===== src/rtl/ifu_pkg.sv =====
// ifu_pkg
//   Shared types and defaults for the instruction-fetch unit.
//   - ifu_state_e   : fetch FSM states
//   - fetch_entry_t : {pc, inst, err} as queued towards decode (default XLEN view)
//   - IFU_RESET_PC  : default fetch PC after reset
package ifu_pkg;

  localparam int unsigned IFU_XLEN     = 32;
  localparam int unsigned IFU_INST_W   = 32;
  localparam logic [31:0] IFU_RESET_PC = 32'h8000_0000;

  typedef enum logic [1:0] {
    S_REQ,   // may issue a request (when a buffer slot is free)
    S_WAIT,  // one request in flight, response will be kept
    S_DROP,  // one request in flight, response will be discarded
    S_HALT   // access fault seen, idle until redirect
  } ifu_state_e;

  typedef struct packed {
    logic [IFU_XLEN-1:0]   pc;
    logic [IFU_INST_W-1:0] inst;
    logic                  err;
  } fetch_entry_t;

endpackage


===== src/rtl/ifu_fifo.sv =====
// ifu_fifo
//   Synchronous FIFO with flush. DEPTH need not be a power of two; pointers
//   wrap explicitly at DEPTH-1. Flush empties the FIFO and wins over push/pop.
//   Ports:
//     clk, rst   clock, asynchronous active-high reset
//     flush_i    drop all entries
//     push_i     write wdata_i at tail (ignored when full)
//     wdata_i    entry to write
//     pop_i      remove head (ignored when empty)
//     rdata_o    head entry
//     count_o    occupancy 0..DEPTH
//     full_o     count_o == DEPTH
//     empty_o    count_o == 0
module ifu_fifo #(
  parameter int unsigned WIDTH = 8,
  parameter int unsigned DEPTH = 2,
  localparam int unsigned CNT_W = $clog2(DEPTH + 1),
  localparam int unsigned PTR_W = (DEPTH > 1) ? $clog2(DEPTH) : 1
) (
  input  logic             clk,
  input  logic             rst,
  input  logic             flush_i,
  input  logic             push_i,
  input  logic [WIDTH-1:0] wdata_i,
  input  logic             pop_i,
  output logic [WIDTH-1:0] rdata_o,
  output logic [CNT_W-1:0] count_o,
  output logic             full_o,
  output logic             empty_o
);

  logic [WIDTH-1:0] mem_q [DEPTH];
  logic [PTR_W-1:0] wr_ptr_q, rd_ptr_q;
  logic [CNT_W-1:0] count_q;
  logic             push_ok, pop_ok;

  function automatic logic [PTR_W-1:0] ptr_inc(input logic [PTR_W-1:0] p);
    return (p == PTR_W'(DEPTH - 1)) ? '0 : p + PTR_W'(1);
  endfunction

  assign full_o  = (count_q == CNT_W'(DEPTH));
  assign empty_o = (count_q == '0);
  assign count_o = count_q;
  assign rdata_o = mem_q[rd_ptr_q];

  assign push_ok = push_i && !full_o;
  assign pop_ok  = pop_i && !empty_o;

  always_ff @(posedge clk or posedge rst) begin
    if (rst) begin
      wr_ptr_q <= '0;
      rd_ptr_q <= '0;
      count_q  <= '0;
    end else if (flush_i) begin
      wr_ptr_q <= '0;
      rd_ptr_q <= '0;
      count_q  <= '0;
    end else begin
      if (push_ok) wr_ptr_q <= ptr_inc(wr_ptr_q);
      if (pop_ok)  rd_ptr_q <= ptr_inc(rd_ptr_q);
      case ({push_ok, pop_ok})
        2'b10:   count_q <= count_q + CNT_W'(1);
        2'b01:   count_q <= count_q - CNT_W'(1);
        default: count_q <= count_q;
      endcase
    end
  end

  // Storage carries data only; no reset needed.
  always_ff @(posedge clk) begin
    if (push_ok && !flush_i) mem_q[wr_ptr_q] <= wdata_i;
  end

endmodule


===== src/rtl/ifu.sv =====
// ifu
//   Instruction-fetch unit. Holds the fetch PC, issues one-outstanding
//   valid/ready requests to instruction memory and queues {pc, inst, err}
//   for decode. Redirects flush the queue and squash in-flight fetches.
//   Ports:
//     clk, rst                     clock, asynchronous active-high reset
//     redirect_valid/redirect_pc   new fetch target (bits [1:0] ignored)
//     imem_req_valid/ready/addr    request channel to instruction memory
//     imem_rsp_valid/data/err      response channel (one per accepted req)
//     out_valid/ready/pc/inst/err  buffer head towards decode
module ifu
  import ifu_pkg::*;
#(
  parameter int unsigned      XLEN     = IFU_XLEN,
  parameter logic [XLEN-1:0]  RESET_PC = XLEN'(IFU_RESET_PC),
  parameter int unsigned      DEPTH    = 2,
  localparam int unsigned     CNT_W    = $clog2(DEPTH + 1)
) (
  input  logic            clk,
  input  logic            rst,
  input  logic            redirect_valid,
  input  logic [XLEN-1:0] redirect_pc,
  output logic            imem_req_valid,
  input  logic            imem_req_ready,
  output logic [XLEN-1:0] imem_req_addr,
  input  logic            imem_rsp_valid,
  input  logic [31:0]     imem_rsp_data,
  input  logic            imem_rsp_err,
  output logic            out_valid,
  input  logic            out_ready,
  output logic [XLEN-1:0] out_pc,
  output logic [31:0]     out_inst,
  output logic            out_err
);

  localparam int unsigned ENTRY_W = XLEN + 32 + 1;

  ifu_state_e       state_q, state_d;
  logic [XLEN-1:0]  fetch_pc_q, fetch_pc_d;
  logic [XLEN-1:0]  req_pc_q, req_pc_d;
  logic             req_valid_q, req_valid_d;
  logic             req_fire, push, pop;
  logic [CNT_W-1:0] fifo_count, cnt_nxt;
  logic             fifo_full, fifo_empty;
  logic [ENTRY_W-1:0] fifo_rdata;

  assign req_fire       = req_valid_q && imem_req_ready;
  assign pop            = !fifo_empty && out_ready;
  assign imem_req_valid = req_valid_q;
  assign imem_req_addr  = fetch_pc_q;

  always_comb begin
    state_d    = state_q;
    fetch_pc_d = fetch_pc_q;
    req_pc_d   = req_pc_q;
    push       = 1'b0;
    if (redirect_valid) begin
      fetch_pc_d = redirect_pc & ~XLEN'(3);
      // A request accepted now, or still unanswered, owes one response
      // that must be thrown away before fetching the new target.
      case (state_q)
        S_REQ:          state_d = req_fire ? S_DROP : S_REQ;
        S_WAIT, S_DROP: state_d = imem_rsp_valid ? S_REQ : S_DROP;
        default:        state_d = S_REQ;
      endcase
    end else begin
      case (state_q)
        S_REQ: begin
          if (req_fire) begin
            req_pc_d = fetch_pc_q;
            state_d  = S_WAIT;
          end
        end
        S_WAIT: begin
          if (imem_rsp_valid) begin
            push = !fifo_full;
            if (imem_rsp_err) begin
              state_d = S_HALT;
            end else begin
              fetch_pc_d = fetch_pc_q + XLEN'(4);
              state_d    = S_REQ;
            end
          end
        end
        S_DROP: begin
          if (imem_rsp_valid) state_d = S_REQ;
        end
        default: state_d = state_q;
      endcase
    end
  end

  // Occupancy after this edge; a request is only raised when the response
  // is guaranteed a free slot.
  always_comb begin
    if (redirect_valid) cnt_nxt = '0;
    else                cnt_nxt = fifo_count + CNT_W'(push) - CNT_W'(pop);
    req_valid_d = (state_d == S_REQ) && (cnt_nxt < CNT_W'(DEPTH));
  end

  always_ff @(posedge clk or posedge rst) begin
    if (rst) begin
      state_q     <= S_REQ;
      fetch_pc_q  <= RESET_PC;
      req_valid_q <= 1'b0;
    end else begin
      state_q     <= state_d;
      fetch_pc_q  <= fetch_pc_d;
      req_valid_q <= req_valid_d;
    end
  end

  always_ff @(posedge clk) begin
    req_pc_q <= req_pc_d;
  end

  ifu_fifo #(
    .WIDTH (ENTRY_W),
    .DEPTH (DEPTH)
  ) u_fifo (
    .clk     (clk),
    .rst     (rst),
    .flush_i (redirect_valid),
    .push_i  (push),
    .wdata_i ({req_pc_q, imem_rsp_data, imem_rsp_err}),
    .pop_i   (pop),
    .rdata_o (fifo_rdata),
    .count_o (fifo_count),
    .full_o  (fifo_full),
    .empty_o (fifo_empty)
  );

  assign out_valid = !fifo_empty;
  assign out_pc    = fifo_rdata[ENTRY_W-1 -: XLEN];
  assign out_inst  = fifo_rdata[32:1];
  assign out_err   = fifo_rdata[0];

endmodule

===== config.mk =====
export PLATFORM = sky130hd
export DESIGN_NAME = ifu
export DESIGN_NICKNAME = d
export VERILOG_FILES = /design/src/rtl/ifu_pkg.sv /design/src/rtl/ifu_fifo.sv /design/src/rtl/ifu.sv
export SDC_FILE = /design/constraint.sdc
export NUM_CORES = 1
export LEC_CHECK = 0
export BUFFER_PORTS_ARGS = -buffer_cell sky130_fd_sc_hd__buf_2
export CAP_MARGIN = 15
export CORE_MARGIN = 2
export CORE_UTILIZATION = 30
export CTS_BUF_LIST = sky130_fd_sc_hd__clkbuf_4
export DETAILED_ROUTE_END_ITERATION = 7
export PLACE_DENSITY = 0.55
export RECOVER_POWER = 50
export SLEW_MARGIN = 30
export SYNTH_ARGS = -nofsm -noshare
export SYNTH_HDL_FRONTEND = slang
export SYNTH_HIERARCHICAL = 1
export SYNTH_SLANG_ARGS = --single-unit

===== constraint.sdc =====
create_clock -name clk -period 6.3 [get_ports clk]
set_input_delay 1.26 -clock clk [delete_from_list [all_inputs] [get_ports clk]]
set_output_delay 1.26 -clock clk [all_outputs]
set_load 0.005 [all_outputs]

==> out/qor.csv <==
metric;value;unit
slew_headroom;-0.2535;
r2r_slack;3.17;ns
hold_viol;0;
r2r_end;u_fifo/mem_q[1][5]$_DFFE_PP_;
io_buffer_count;165;
cp_top_family;simple AND/OR/NAND/NOR gates;
max-vdd-ir-drop;0.08212;mV
postCtsHoldBufs;0;
yosysTopAreaCell;edfxtp_1;
swShare;0.2567;
timing.final.crit_share;0.6189;
crit_path_start_kind;primary input;
antenna_left;0;
drv_slew;146;
instances_no_fill;1025;
synth_commonest_cells;160 x edfxtp_1, 65 x mux2_2, 36 x dfrtp_1, 24 x nand2_1;
worst_ep_arrival_time;4.12;ns
rr_worst_depth;8;
cap_violations;4;
cts.clk_slew.worst_paths;0.16;ns
async_flop_share;0.1878;
cpPeakStageDelay;0.74;ns
numClockSinks;197;
tritoncts;yes;
clock-root-buffer;clkbuf_4;
nFillCells;2600;
place_congestion;0.7650;
place_inst;988;
grt-ovfl-total;0;
synth_top_flop_cell;edfxtp_1;
dieArea;27820;sq um
cts.path.max_buffers;2;
dp_hpwl;11.64;mm
std_cell_rows;59;
p_leak;0.003319;uW
avgSynthCellArea;15.90;sq um
grt_pass1_vias;4705;
yosys.cell_types.count;57;
core_area;26060;sq um
p_clk_frac;0.257;
reg2reg_from;state_q[1]$_DFF_PP0_;
cts_max_level;4;
synth_edf_count;160;
clock_skew;0.02107;ns
antenna_found_initial;2;
endpoint_kind;flop;
clk_latency;0.55;ns
initial_utilization;0.3051;
grt_max_degree;66;
setup_viol;0;
status;finished, violations left;
path_buf_inv;3;
vias;4786;
finalCriticalPeriod;3.899;ns
avgViaCountPerCell;4.669;
numCtsBuffers;17;
grtUsageTotal;0.1260;
yosysMostFrequentCell;edfxtp_1;
dr.pass1.iters;4;
power_switching;593.2;uW
ys_warn_count;6;
syn2layout_area_growth;17.69;%
hp-class;flop to flop;
ys_ff_latch;197;
syn-cell-area;7951;sq um
fin_nets;749;
ys_top_cells_by_area;edfxtp_1 60%, dfrtp_1 11%, mux2_2 9.2%;
violations;capacitance limit, slew limit;
p_int;1718;uW
io_pins;170;
routed_wl;17.20;mm
rsz0062_at_grt;false;
cts_resized;0;
tightest_slew;1.880;ns
hp-start;req_pc_q[22]$_DFFE_PP_;
drt_iter0_markers;200;
wl_per_cell;16.78;um
path_max_fanout;40;
cp_slowest_cell;nor3_1;
comb_power_share;0.081;
worstSetupPathType;primary input to flop;
seq_power_share;0.662;
pwr_density_cell;247.0;nW/um^2
hold_depth;0;
tns;0;ns
holdPathEnd;u_fifo/mem_q[1][55]$_DFFE_PP_;
die-height;166.8;um
required;6.52;ns
synth_top_area_frac;0.6042;
netlist_instances;500;
route.detailed.drc;0;
cp_cell_sequence;clkbuf_1 > nor3_1 > nand2_1 > nor3b_4 > buf_6 > buf_4;
die_x;166.8;um
fmax;0.2565;GHz
post_cts_buffers;0;
grt_pass1_wl;26.94;mm
seq_area_frac_synth;0.7208;
drive_above_1_share;0.3766;
==> power groups by stage <==
stage	Combinational [uW]	Sequential (uW)	Clock, uW
after floorplan	108	1540	0
after CTS	194	1530	637
after detailed placement	193	1560	0
final	187	1530	594
after global routing	215	1540	684
after global placement	192	1560	0
==> layout by cell type (no fill, tap or decap), types with 3 or more instances in the layout <==
cell | synthesis | final
edfxtp_1 | 160 | 160
buf_2 | 4 | 143
mux2_2 | 65 | 65
dfrtp_1 | 36 | 35
clkbuf_1 | 10 | 25
nand2_1 | 24 | 24
nand3_1 | 20 | 20
nor2_1 | 20 | 19
clkbuf_4 | 0 | 17
or4_1 | 16 | 16
a31oi_1 | 15 | 15
o31ai_1 | 14 | 14
o21ai_0 | 13 | 13
inv_1 | 11 | 11
a21oi_1 | 8 | 8
nand4_1 | 6 | 6
xnor2_1 | 6 | 6
ha_1 | 6 | 6
conb_1 | 1 | 6
diode_2 | 0 | 5
o211ai_1 | 5 | 5
and4_1 | 5 | 5
xor2_1 | 5 | 5
clkinv_1 | 0 | 5
inv_6 | 0 | 3
buf_4 | 6 | 3
==> registers in the layout, indices dropped and copies added, names as in the netlist <==
register         cells
u_fifo/mem_q       130
req_pc_q            30
imem_req_valid       1
u_fifo/count_o       2
state_q              2
u_fifo/wr_ptr_q      1
imem_req_addr       30
u_fifo/rd_ptr_q      1
==> stage by stage <==
| stage | hold slack, ns | cell area [sq um] | setup WS, ns | utilization | total power [uW] |
|---|---|---|---|---|---|
| 2_1_floorplan | 0.4215 | 7980 | 1.033 | - | 1651 |
| 3_3_place_gp | 0.4232 | 9136 | 1.876 | 0.3506 | 1748 |
| 3_5_place_dp | 0.4304 | 9148 | 2.187 | 0.3510 | 1752 |
| 5_1_grt | 0.4580 | 9358 | 2.097 | 0.3591 | 2441 |
| 4_1_cts | 0.4478 | 9380 | 2.285 | 0.3600 | 2362 |
| 6_report | 0.4525 | 9358 | 2.401 | 0.3591 | 2311 |
==> cell type report <==
cell class	count	area [sq um]	area share
diodes	5	12.51	0.001337
clock buffers	17	127.6	0.01364
clock inverters	15	105.1	0.01123
inverters	12	45.04	0.004813
multi-input cells	271	2061	0.2202
flip-flops and latches	197	5733	0.6126
well taps	335	419.2	0.04479
repair buffers	173	854.6	0.09132
==> worst register-to-register path, stage by stage, from the launching register on <==
cell and delay [ns]:
dfrtp_1 0.45, inv_1 0.09, ha_1 0.22, nand2_1 0.09, nor3_1 0.47, nand2_1 0.26
nor3b_4 0.56, buf_6 0.25, buf_4 0.39
==> layer usage <==
| layer | track usage | part of all wire | routed length [um] | vias to the layer above |
|---|---|---|---|---|
| met1 | 0.1722 | 0.47 | 8011 | 2378 |
| met4 | 0.03523 | 0.0081 | 140 | 2 |
| met5 | 0 | 0.00064 | 11 | - |
| met3 | 0.03089 | 0.047 | 804 | 11 |
| li1 | - | - | - | 2274 |
| met2 | 0.2007 | 0.48 | 8230 | 121 |
==> worst max path at each step <==
stage / startpoint / endpoint / slack, ns / cells after the start
CTS: u_fifo/rd_ptr_q$_DFFE_PP0P_ / out_pc[18] / 2.28 / 3
floorplan: redirect_valid / u_fifo/mem_q[1][0]$_DFFE_PP_ / 1.03 / 5
global route: redirect_valid / u_fifo/mem_q[1][5]$_DFFE_PP_ / 2.10 / 6
finish: redirect_valid / u_fifo/mem_q[1][5]$_DFFE_PP_ / 2.40 / 6
global placement: redirect_valid / u_fifo/mem_q[1][18]$_DFFE_PP_ / 1.88 / 5
detailed placement: redirect_valid / u_fifo/mem_q[1][18]$_DFFE_PP_ / 2.19 / 6
==> cells by family after synthesis <==
family / synth area share
XOR/XNOR: 0.01212
buffers and inverters: 0.02549
adder cells (fa/ha/maj): 0.009441
AND/OR/NAND/NOR: 0.08450
other: 0.0004716
multiplexers: 0.09457
flip-flops: 0.7209
AO/OA/AOI/OAI: 0.05256
No activity file was read; power rests on OpenSTA's default activity.
